File: config.mk
export PLATFORM = sky130hd
export DESIGN_NAME = kernel_sched
export DESIGN_NICKNAME = d
export VERILOG_FILES = /design/src/rtl/kernel_sched.sv
export SDC_FILE = /design/constraint.sdc
export NUM_CORES = 1
export LEC_CHECK = 0
export ABC_AREA = 1
export CORE_ASPECT_RATIO = 0.6
export CORE_MARGIN = 3
export CORE_UTILIZATION = 35
export CTS_BUF_LIST = sky130_fd_sc_hd__clkbuf_2 sky130_fd_sc_hd__clkbuf_4 sky130_fd_sc_hd__clkbuf_8
export DETAILED_ROUTE_END_ITERATION = 6
export PLACE_DENSITY = 0.5
export SLEW_MARGIN = 15
export SYNTH_ARGS = -nofsm -noshare
export SYNTH_HDL_FRONTEND = slang
export SYNTH_SLANG_ARGS = --single-unit
File: constraint.sdc
create_clock -name clk -period 3.55 [get_ports clk]
set_input_delay 0.71 -clock clk [delete_from_list [all_inputs] [get_ports clk]]
set_output_delay 0.71 -clock clk [all_outputs]
set_load 0.05 [all_outputs]
File: src/rtl/kernel_sched.sv
// kernel_sched: layer-level sequencer for the kernel weight path.
// Takes one layer descriptor at a time, opens the kernel write window,
// tracks the weight stream until the programmed beat count has landed,
// then opens the kernel read window once per pass while counting consumed
// kernel words. Every output is a flop, decoded from the next state.
module kernel_sched #(
    parameter int unsigned           CFG_DWIDTH = 32,
    parameter int unsigned           CFG_AWIDTH = 5,
    parameter int unsigned           MEM_AWIDTH = 16,
    parameter int unsigned           BEAT_WIDTH = 24,
    parameter int unsigned           PASS_WIDTH = 16,
    parameter int unsigned           ARM_LAT    = 2,
    parameter logic [CFG_AWIDTH-1:0] CFG_KER_WR = 5'd4,
    parameter logic [CFG_AWIDTH-1:0] CFG_KER_RD = 5'd5
) (
    input  logic                  clk,
    input  logic                  rst,
    input  logic [MEM_AWIDTH-1:0] desc_wr_end,
    input  logic [MEM_AWIDTH-1:0] desc_rd_start,
    input  logic [MEM_AWIDTH-1:0] desc_rd_end,
    input  logic [BEAT_WIDTH-1:0] desc_beats,
    input  logic [PASS_WIDTH-1:0] desc_passes,
    input  logic                  desc_val,
    output logic                  desc_rdy,
    output logic [CFG_DWIDTH-1:0] cfg_data,
    output logic [CFG_AWIDTH-1:0] cfg_addr,
    output logic                  cfg_valid,
    input  logic                  str_ker_val,
    input  logic                  str_ker_rdy,
    input  logic                  kernel_rdy,
    output logic                  busy,
    output logic                  done
);

    localparam int unsigned ARM_W = (ARM_LAT > 1) ? $clog2(ARM_LAT + 1) : 1;

    typedef enum logic [2:0] {
        IDLE,
        CFG_WR,
        LOAD,
        CFG_RD,
        RUN,
        DONE
    } state_t;

    state_t state_q, state_d;
    state_t after_load;

    // Latched descriptor
    logic [MEM_AWIDTH-1:0] wr_end_q,   wr_end_d;
    logic [MEM_AWIDTH-1:0] rd_start_q, rd_start_d;
    logic [MEM_AWIDTH-1:0] rd_end_q,   rd_end_d;
    logic [BEAT_WIDTH-1:0] beats_q,    beats_d;
    logic [PASS_WIDTH-1:0] passes_q,   passes_d;

    // Progress counters
    logic [BEAT_WIDTH-1:0] beat_cnt_q, beat_cnt_d;
    logic [PASS_WIDTH-1:0] pass_cnt_q, pass_cnt_d;
    logic [MEM_AWIDTH:0]   rd_cnt_q,   rd_cnt_d;
    logic [ARM_W-1:0]      arm_cnt_q,  arm_cnt_d;

    // Registered outputs
    logic [CFG_DWIDTH-1:0] cfg_data_q,  cfg_data_d;
    logic [CFG_AWIDTH-1:0] cfg_addr_q,  cfg_addr_d;
    logic                  cfg_valid_q, cfg_valid_d;
    logic                  busy_q,      busy_d;
    logic                  done_q,      done_d;
    logic                  desc_rdy_q,  desc_rdy_d;

    logic                  hs;
    logic                  armed;
    logic [MEM_AWIDTH-1:0] span;
    logic [MEM_AWIDTH:0]   words;

    // Handshake, arming and window-size decode
    always_comb begin
        hs    = str_ker_val & str_ker_rdy;
        armed = (arm_cnt_q == ARM_W'(ARM_LAT));
        // Difference taken at MEM_AWIDTH bits so wrap-around windows fold mod 2^MEM_AWIDTH
        span  = rd_end_q - rd_start_q;
        words = {1'b0, span} + (MEM_AWIDTH + 1)'(1);
        after_load = (passes_q != '0) ? CFG_RD : DONE;
    end

    // Next-state, descriptor latch and counter update
    always_comb begin
        state_d    = state_q;
        wr_end_d   = wr_end_q;
        rd_start_d = rd_start_q;
        rd_end_d   = rd_end_q;
        beats_d    = beats_q;
        passes_d   = passes_q;
        beat_cnt_d = beat_cnt_q;
        pass_cnt_d = pass_cnt_q;
        rd_cnt_d   = rd_cnt_q;
        arm_cnt_d  = arm_cnt_q;

        case (state_q)
            IDLE: begin
                if (desc_val && desc_rdy_q) begin
                    wr_end_d   = desc_wr_end;
                    rd_start_d = desc_rd_start;
                    rd_end_d   = desc_rd_end;
                    beats_d    = desc_beats;
                    passes_d   = desc_passes;
                    beat_cnt_d = '0;
                    pass_cnt_d = '0;
                    rd_cnt_d   = '0;
                    arm_cnt_d  = '0;
                    if (desc_beats != '0) begin
                        state_d = CFG_WR;
                    end else if (desc_passes != '0) begin
                        state_d = CFG_RD;
                    end else begin
                        state_d = DONE;
                    end
                end
            end

            CFG_WR: begin
                if (hs) begin
                    beat_cnt_d = beat_cnt_q + BEAT_WIDTH'(1);
                end
                state_d = LOAD;
            end

            LOAD: begin
                // A single-beat load may complete during CFG_WR; leaving via LOAD
                // keeps the two window writes on non-adjacent cycles.
                if (beat_cnt_q == beats_q) begin
                    state_d = after_load;
                end else if (hs) begin
                    beat_cnt_d = beat_cnt_q + BEAT_WIDTH'(1);
                    if (beat_cnt_d == beats_q) begin
                        state_d = after_load;
                    end
                end
            end

            CFG_RD: begin
                arm_cnt_d = '0;
                rd_cnt_d  = '0;
                state_d   = RUN;
            end

            RUN: begin
                if (!armed) begin
                    arm_cnt_d = arm_cnt_q + ARM_W'(1);
                end else if (kernel_rdy) begin
                    rd_cnt_d = rd_cnt_q + (MEM_AWIDTH + 1)'(1);
                    if (rd_cnt_d == words) begin
                        pass_cnt_d = pass_cnt_q + PASS_WIDTH'(1);
                        state_d    = (pass_cnt_d == passes_q) ? DONE : CFG_RD;
                    end
                end
            end

            DONE: begin
                state_d = IDLE;
            end

            default: begin
                state_d = IDLE;
            end
        endcase
    end

    // Output decode from the upcoming state, registered below
    always_comb begin
        cfg_valid_d = 1'b0;
        cfg_addr_d  = '0;
        cfg_data_d  = '0;
        case (state_d)
            CFG_WR: begin
                cfg_valid_d                   = 1'b1;
                cfg_addr_d                    = CFG_KER_WR;
                cfg_data_d[0 +: MEM_AWIDTH]   = wr_end_d;
            end
            CFG_RD: begin
                cfg_valid_d                              = 1'b1;
                cfg_addr_d                               = CFG_KER_RD;
                cfg_data_d[0 +: MEM_AWIDTH]              = rd_start_d;
                cfg_data_d[CFG_DWIDTH/2 +: MEM_AWIDTH]   = rd_end_d;
            end
            default: begin
            end
        endcase
        busy_d     = (state_d != IDLE);
        done_d     = (state_d == DONE);
        desc_rdy_d = (state_d == IDLE);
    end

    // State, descriptor, counter and output registers with synchronous reset
    always_ff @(posedge clk) begin
        if (!rst) begin
            state_q     <= IDLE;
            wr_end_q    <= '0;
            rd_start_q  <= '0;
            rd_end_q    <= '0;
            beats_q     <= '0;
            passes_q    <= '0;
            beat_cnt_q  <= '0;
            pass_cnt_q  <= '0;
            rd_cnt_q    <= '0;
            arm_cnt_q   <= '0;
            cfg_data_q  <= '0;
            cfg_addr_q  <= '0;
            cfg_valid_q <= 1'b0;
            busy_q      <= 1'b0;
            done_q      <= 1'b0;
            desc_rdy_q  <= 1'b0;
        end else begin
            state_q     <= state_d;
            wr_end_q    <= wr_end_d;
            rd_start_q  <= rd_start_d;
            rd_end_q    <= rd_end_d;
            beats_q     <= beats_d;
            passes_q    <= passes_d;
            beat_cnt_q  <= beat_cnt_d;
            pass_cnt_q  <= pass_cnt_d;
            rd_cnt_q    <= rd_cnt_d;
            arm_cnt_q   <= arm_cnt_d;
            cfg_data_q  <= cfg_data_d;
            cfg_addr_q  <= cfg_addr_d;
            cfg_valid_q <= cfg_valid_d;
            busy_q      <= busy_d;
            done_q      <= done_d;
            desc_rdy_q  <= desc_rdy_d;
        end
    end

    assign cfg_data  = cfg_data_q;
    assign cfg_addr  = cfg_addr_q;
    assign cfg_valid = cfg_valid_q;
    assign busy      = busy_q;
    assign done      = done_q;
    assign desc_rdy  = desc_rdy_q;

endmodule

==> flow_metrics.tcl, run 1 <==
set metrics [dict create \
    period_share_pct 97.5 \
    nets 1925 \
    viasPerCell 4.96 \
    regArea_sq_um 3750 \
    place_congestion 0.909 \
    syn_to_final_growth_pct 25.1 \
    multi_input_area_sq_um 6540 \
    synth.yosys.seq_area_share_pct 33.8 \
    worstPathMaxFanout 6 \
    tns_ps 0 \
    fp.dieH_microns 144 \
    initial_utilization_pct 36.3 \
    core_sq_um 30500 \
    synth_edf_count 0 \
    skew_ps 17.0 \
    io_buffers 131 \
    cts_inserted_buffers 17 \
    drtIter0Drc 927 \
    synthCells 1653 \
    criticalPathCategory "flip-flop to flip-flop" \
    fp.dieW_microns 236 \
    grt_pass1_vias 9971 \
    cp.arrival_ps 3860 \
    hold_ws_ps 454 \
    leakage_nw 5.88 \
    grt_max_degree 62 \
    cts_tree "yes" \
    pin_count 135 \
    ctsHoldBuffers 0 \
    critPathCapture "busy" \
    dp.cells 2194 \
    track_usage_pct 20.9 \
    cts_root_buf "clkbuf_8" \
    drc 0 \
    power_density_nw_per_um2 401 \
    instances_no_fill 2231 \
    grt_pass1_wl_microns 55900 \
    rows 49 \
    design_area_sq_um 13900 \
    drv_slew 0 \
    grt_overflow_total 0 \
    place_area_sq_um 13100 \
    drive_gt1_share_pct 13.7 \
    cp_data_required_time_ps 3950 \
    synth_cell_types 52 \
    start_kind "flip-flop" \
    worstReg2RegStart "rd_end_q[0]" \
    hp-class "flip-flop to flip-flop" \
    reg2reg_to "busy" \
    clk_path_buf_depth 2 \
    dieArea_sq_um 33900 \
    yosysWarnings 0 \
    drt-total-wl_microns 36100 \
    synth_area_sq_um 11100 \
    drt_pre_antenna_iters 5 \
    fillers 3181 \
    endpoint_kind "flip-flop" \
    min_period_ps 3460 \
    clk_latency_ps 500 \
    setup_viol 0 \
    clk_pin_slew_ps 110 \
    utilization_pct 45.4 \
    status "complete, no violations" \
    hp-start "arm_cnt_q[1]" \
    ys_ff_latch 187 \
    drv_cap 0 \
    hold_viol 0 \
    crit_start "rd_end_q[0]" \
    antenna_cells 0 \
    finalPower_mw 5.55 \
    antenna_found_initial 2 \
    max_clock_freq_mhz 289 \
    avgSynthCellArea_sq_um 6.70 \
    wl_per_cell_microns 16.2 \
    cts_num_sinks 187 \
    setup_ws_ps 88.0 \
    ir_drop_mv 0.229 \
    drtAntennaViolNets 0 \
    dp_hpwl_microns 27800 \
    async_flop_share_pct 0 \
    htreeDepth 4 \
    grt_setup_unrepaired "true" \
    slew_headroom_pct 50.6 \
    yosys_most_used_dff "dfxtp_1" \
    vias 11100 \
    worst_pin_slew_ps 723 \
    pre_cts_slack_ps -120 \
    ff2ff_setup_slack_ps 90 \
    rr_worst_depth 24 \
]
worst min path at each step:
stage / to / slack (ps) / cells after the start
CTS: arm_cnt_q[1] / 460 / 2
global placement: arm_cnt_q[1] / 440 / 2
floorplan: arm_cnt_q[1] / 430 / 2
finish: arm_cnt_q[1] / 450 / 2
global route: arm_cnt_q[1] / 500 / 2
detailed placement: arm_cnt_q[1] / 440 / 2
state kept, by name, summed over array words and instances, names as in the netlist:
register    count
cfg_valid       1
cfg_addr        1
done            1
rd_start_q     16
pass_cnt_q     16
state_q         3
arm_cnt_q       2
wr_end_q       16
cfg_data       32
rd_cnt_q       17
passes_q       16
desc_rdy        1
beats_q        24
rd_end_q       16
beat_cnt_q     24
busy            1
worst max-delay path, cell delays in order, from the launching register on:
cell and delay [ps]:
dfxtp_2 340, inv_2 40, ha_4 160, fa_2 440
inv_2 90, ha_4 140, inv_4 40, nor2_4 100
nand3_1 150, nor2_1 190, nand2_1 110, nor2_1 220
nand3_1 110, nand2_1 90, nand3_2 80, nor2_4 180
buf_4 150, nand3_1 80, nand2_2 80, nand2_4 70
nand2_4 80, nand2_8 100, buf_4 160, nor2_1 100
nor2_1 50
final cells by class:
type	count	area share, %
Sequential cell	187	27.0
Clock buffer	17	1.69
Tap cell	408	3.68
Multi-Input combinational cell	1206	47.2
Timing Repair Buffer	200	13.9
Inverter	198	5.39
Clock inverter	15	1.14
kinds of logic after synthesis:
group	Yosys count	share of synthesized area [%]
AND/OR/NAND/NOR	865	36.2
buffers and inverters	263	9.65
AO/OA/AOI/OAI	245	12.2
flip-flops	187	33.8
XOR/XNOR	70	5.66
adder cells (fa/ha/maj)	21	2.44
other	1	0.0339
multiplexers	1	0.0904
cells in the final DEF, fill, tap and decap left out, drive strengths merged, types with 8 or more instances in the layout:
cell type,instances
a211oi,8
a21oi,100
buf,69
clkbuf,18
clkdlybuf4s50,130
clkinv,9
dfxtp,187
ha,20
inv,200
nand2,406
nand3,119
nand4,48
nor2,215
nor3,47
nor4,17
o21ai,113
or2,8
xnor2,20
xor2,49
synthesized netlist by cell type (2+ instances only):
| master | number | area share [%] |
|---|---|---|
| xor2_1 | 49 | 3.9 |
| a22oi_1 | 5 | 0.34 |
| dfxtp_1 | 187 | 34 |
| nor3_1 | 33 | 1.5 |
| nand2_4 | 5 | 0.51 |
| buf_12 | 2 | 0.36 |
| or2_2 | 8 | 0.45 |
| nor2_1 | 198 | 6.7 |
| a21oi_4 | 2 | 0.29 |
| o21bai_1 | 4 | 0.27 |
| a211oi_1 | 8 | 0.54 |
| o22ai_1 | 3 | 0.17 |
| o211a_1 | 5 | 0.45 |
| buf_6 | 2 | 0.20 |
| buf_2 | 3 | 0.14 |
| o21a_1 | 2 | 0.14 |
| nand2_2 | 18 | 1.0 |
| nor3_2 | 13 | 1.2 |
| nand2_1 | 382 | 13 |
| inv_1 | 177 | 6.0 |
| nand3_2 | 17 | 1.5 |
| ha_1 | 20 | 2.3 |
| clkinv_1 | 4 | 0.14 |
| nand3b_1 | 4 | 0.27 |
| o21ai_0 | 113 | 5.1 |
| inv_2 | 17 | 0.58 |
| clkbuf_1 | 49 | 1.7 |
| nor2_2 | 9 | 0.51 |
| nand3_1 | 101 | 4.6 |
| xnor2_1 | 20 | 1.6 |
| nand4_1 | 47 | 2.7 |
| nor2_4 | 8 | 0.81 |
| a21oi_1 | 97 | 4.4 |
| nor4_1 | 17 | 0.96 |
| buf_4 | 7 | 0.47 |
power by group:
group	switching [mW]	internal [mW]	leakage, nW
sequential	0.0744	2.21	1.52
clock	0.891	0.579	0.193
combinational	1.14	0.663	4.16
layer usage:
layer | part of all wire (%) | wire length, microns | track usage [%]
met2 | 36 | 13000 | 26.5
met1 | 57 | 20700 | 35.0
met3 | 6.1 | 2200 | 4.26
met5 | 0 | 0 | 0
met4 | 0.65 | 233 | 3.45
what timing repair did:
item,CTS,global route
cloned,0,2
resized for setup,1,66
setup buffers,2,2
pin swaps,3,32
setup endpoints to repair,37,56
Note: power is estimated with default switching activity, not from simulation.
==> run 2, diff against run 1 <==
--- a/config.mk
+++ b/config.mk
@@ -6,12 +6,15 @@
 export NUM_CORES = 1
 export LEC_CHECK = 0
 export ABC_AREA = 1
+export CELL_PAD_IN_SITES_DETAIL_PLACEMENT = 2
+export CELL_PAD_IN_SITES_GLOBAL_PLACEMENT = 2
 export CORE_ASPECT_RATIO = 0.6
 export CORE_MARGIN = 3
-export CORE_UTILIZATION = 35
+export CORE_UTILIZATION = 25
 export CTS_BUF_LIST = sky130_fd_sc_hd__clkbuf_2 sky130_fd_sc_hd__clkbuf_4 sky130_fd_sc_hd__clkbuf_8
 export DETAILED_ROUTE_END_ITERATION = 6
-export PLACE_DENSITY = 0.5
+export MAX_ROUTING_LAYER = met4
+export PLACE_DENSITY = 0.63
 export SLEW_MARGIN = 15
 export SYNTH_ARGS = -nofsm -noshare
 export SYNTH_HDL_FRONTEND = slang
==> flow_metrics.tcl, run 2 (synthesized netlist as in run 1, its figures left out) <==
set metrics [dict create \
    cts_inserted_buffers 17 \
    clk_pin_slew_ps 120 \
    status "finished, violations left" \
    place_congestion 0.824 \
    grt_overflow_total 0 \
    drc 0 \
    min_period_ps 3560 \
    rr_worst_depth 26 \
    clkPwrFrac_pct 27.4 \
    p_sw_share_pct 41.1 \
    dieArea_sq_um 46900 \
    clk_latency_ps 540 \
    clk_path_buf_depth 2 \
    ctsHoldBuffers 0 \
    cts_num_sinks 187 \
    pwr-share-comb_pct 33.8 \
    p_seq_share_pct 38.7 \
    endpoint_kind "flip-flop" \
    max_clock_freq_mhz 281 \
    dp_hpwl_microns 35400 \
    ir_drop_mv 0.174 \
    skew_ps 29.6 \
    fp.dieH_microns 169 \
    drt-total-wl_microns 46100 \
    antenna_found_initial 2 \
    worstReg2RegStart "rd_end_q[0]" \
    drtIter0Drc 542 \
    setup_ws_ps -10.6 \
    violations "setup timing" \
    track_usage_pct 20.0 \
    viasPerCell 4.76 \
    max_stage_delay_ps 440 \
    start_kind "flip-flop" \
    wl_per_cell_microns 19.1 \
    reg2reg_to "cfg_data[4]" \
    initial_utilization_pct 25.4 \
    ff2ff_setup_slack_ps -10 \
    grt_max_degree 62 \
    drive_gt1_share_pct 15.2 \
    hp-start "pass_cnt_q[15]" \
    nets 1928 \
    vias 11500 \
    largest_register_ffs 32 \
    criticalPathCategory "flip-flop to flip-flop" \
    worst_pin_slew_ps 942 \
    cp.arrival_ps 4030 \
    power_switching_mw 2.42 \
    holdPathEnd "pass_cnt_q[15]" \
    pin_count 135 \
    rows 59 \
    grt_pass1_wl_microns 71000 \
    period_share_pct 100 \
    drtAntennaViolNets 0 \
    hold_viol 0 \
    syn_to_final_growth_pct 29.9 \
    mostFrequentLayoutCell "nand2_1" \
    final_cell_mix "nand2_1, nor2_1, dfxtp_1" \
    hp-class "flip-flop to flip-flop" \
    io_buffers 131 \
    setup_viol 5 \
    grt_setup_unrepaired "true" \
    power_density_nw_per_um2 410 \
    slew_headroom_pct 35.6 \
    path_common_cell "nor2_4" \
    htreeDepth 4 \
    fp.dieW_microns 278 \
    cts_tree "yes" \
    drv_slew 0 \
    tns_ps -34.2 \
    leakage_nw 5.94 \
    cp_data_required_time_ps 4020 \
    drt_pre_antenna_iters 4 \
    core_sq_um 43600 \
    pre_cts_slack_ps -148 \
    grt_pass1_vias 12100 \
    drv_cap 0 \
    min_path_cells 2 \
    p_int_mw 3.48 \
    slowest_stage "fa_2" \
    worstPathMaxFanout 8 \
    cts_root_buf "clkbuf_8" \
    utilization_pct 33.0 \
]
## run 2: cell types whose count changed in the layout (fill, tap and decap cells not counted), moves of 4 or more
cell,previous run,this run
o21ai_1,0,4
ha_4,5,11
clkinv_2,4,0
nand2_2,26,32
ha_1,14,8
nand2_4,6,11
nand2_1,372,360
## run 2: per-stage QoR
step,cell area [sq um],power [mW],std cells,hold WS [ps]
floorplan,11100,3.46,1655,427
global placement,13300,4.08,2357,438
detailed placement,13300,4.13,2357,455
CTS,14000,5.87,2394,496
global route,14400,6.30,2407,521
finish,14400,5.90,2407,494
## run 2: metal layers
layer  part of all wire [%]  global-route usage, %  up-vias
met2                     40                   27.4      135
li1                       -                      -     5667
met4                   0.99                   4.29        0
met5                      0                      -        -
met1                     56                   30.5     5635
met3                    2.6                   2.84       23
## run 2: worst max-delay path by stage
stage | depth (start not counted) | slack, ps | from | to
after floorplan | 26 | 420 | rd_end_q[0] | cfg_data[10]
after global placement | 26 | 6 | rd_start_q[3] | cfg_data[10]
after detailed placement | 23 | -150 | rd_end_q[0] | cfg_data[7]
after CTS | 25 | 2 | rd_end_q[0] | cfg_data[7]
after global routing | 24 | -250 | rd_start_q[11] | cfg_data[13]
final | 26 | -10 | rd_end_q[0] | cfg_data[4]
## run 2: layout make-up
type | instances | area, sq um
Fill cell | 5142 | 29200
Clock buffer | 17 | 234
Sequential cell | 187 | 3750
Multi-Input combinational cell | 1207 | 6730
Inverter | 198 | 751
Tap cell | 579 | 724
Antenna cell | 2 | 5.00
Timing Repair Buffer | 202 | 1990
Clock inverter | 15 | 203
## run 2: power groups by stage
stage | clock (mW) | combinational [mW] | sequential (mW)
6_report | 1.62 | 2.00 | 2.28
5_1_grt | 1.78 | 2.22 | 2.30
3_5_place_dp | 0 | 1.80 | 2.33
4_1_cts | 1.70 | 1.89 | 2.28
2_1_floorplan | 0 | 1.13 | 2.33
3_3_place_gp | 0 | 1.76 | 2.32
## run 2: timing repair
| action | 4_1_cts | 5_1_grt |
|---|---|---|
| setup buffers | 4 | 8 |
| endpoints found under the setup margin | 55 | 56 |
| gates resized for setup | 50 | 61 |
| cloned | 1 | 3 |
| pin swaps | 19 | 20 |
## run 2: critical path, delay by kind of cell (launching register included)
kind	cells	cell delay, ps
AND/OR/NAND/NOR	16	1720
flip-flops	1	340
buffers and inverters	7	710
adder cells (fa/ha/maj)	3	740
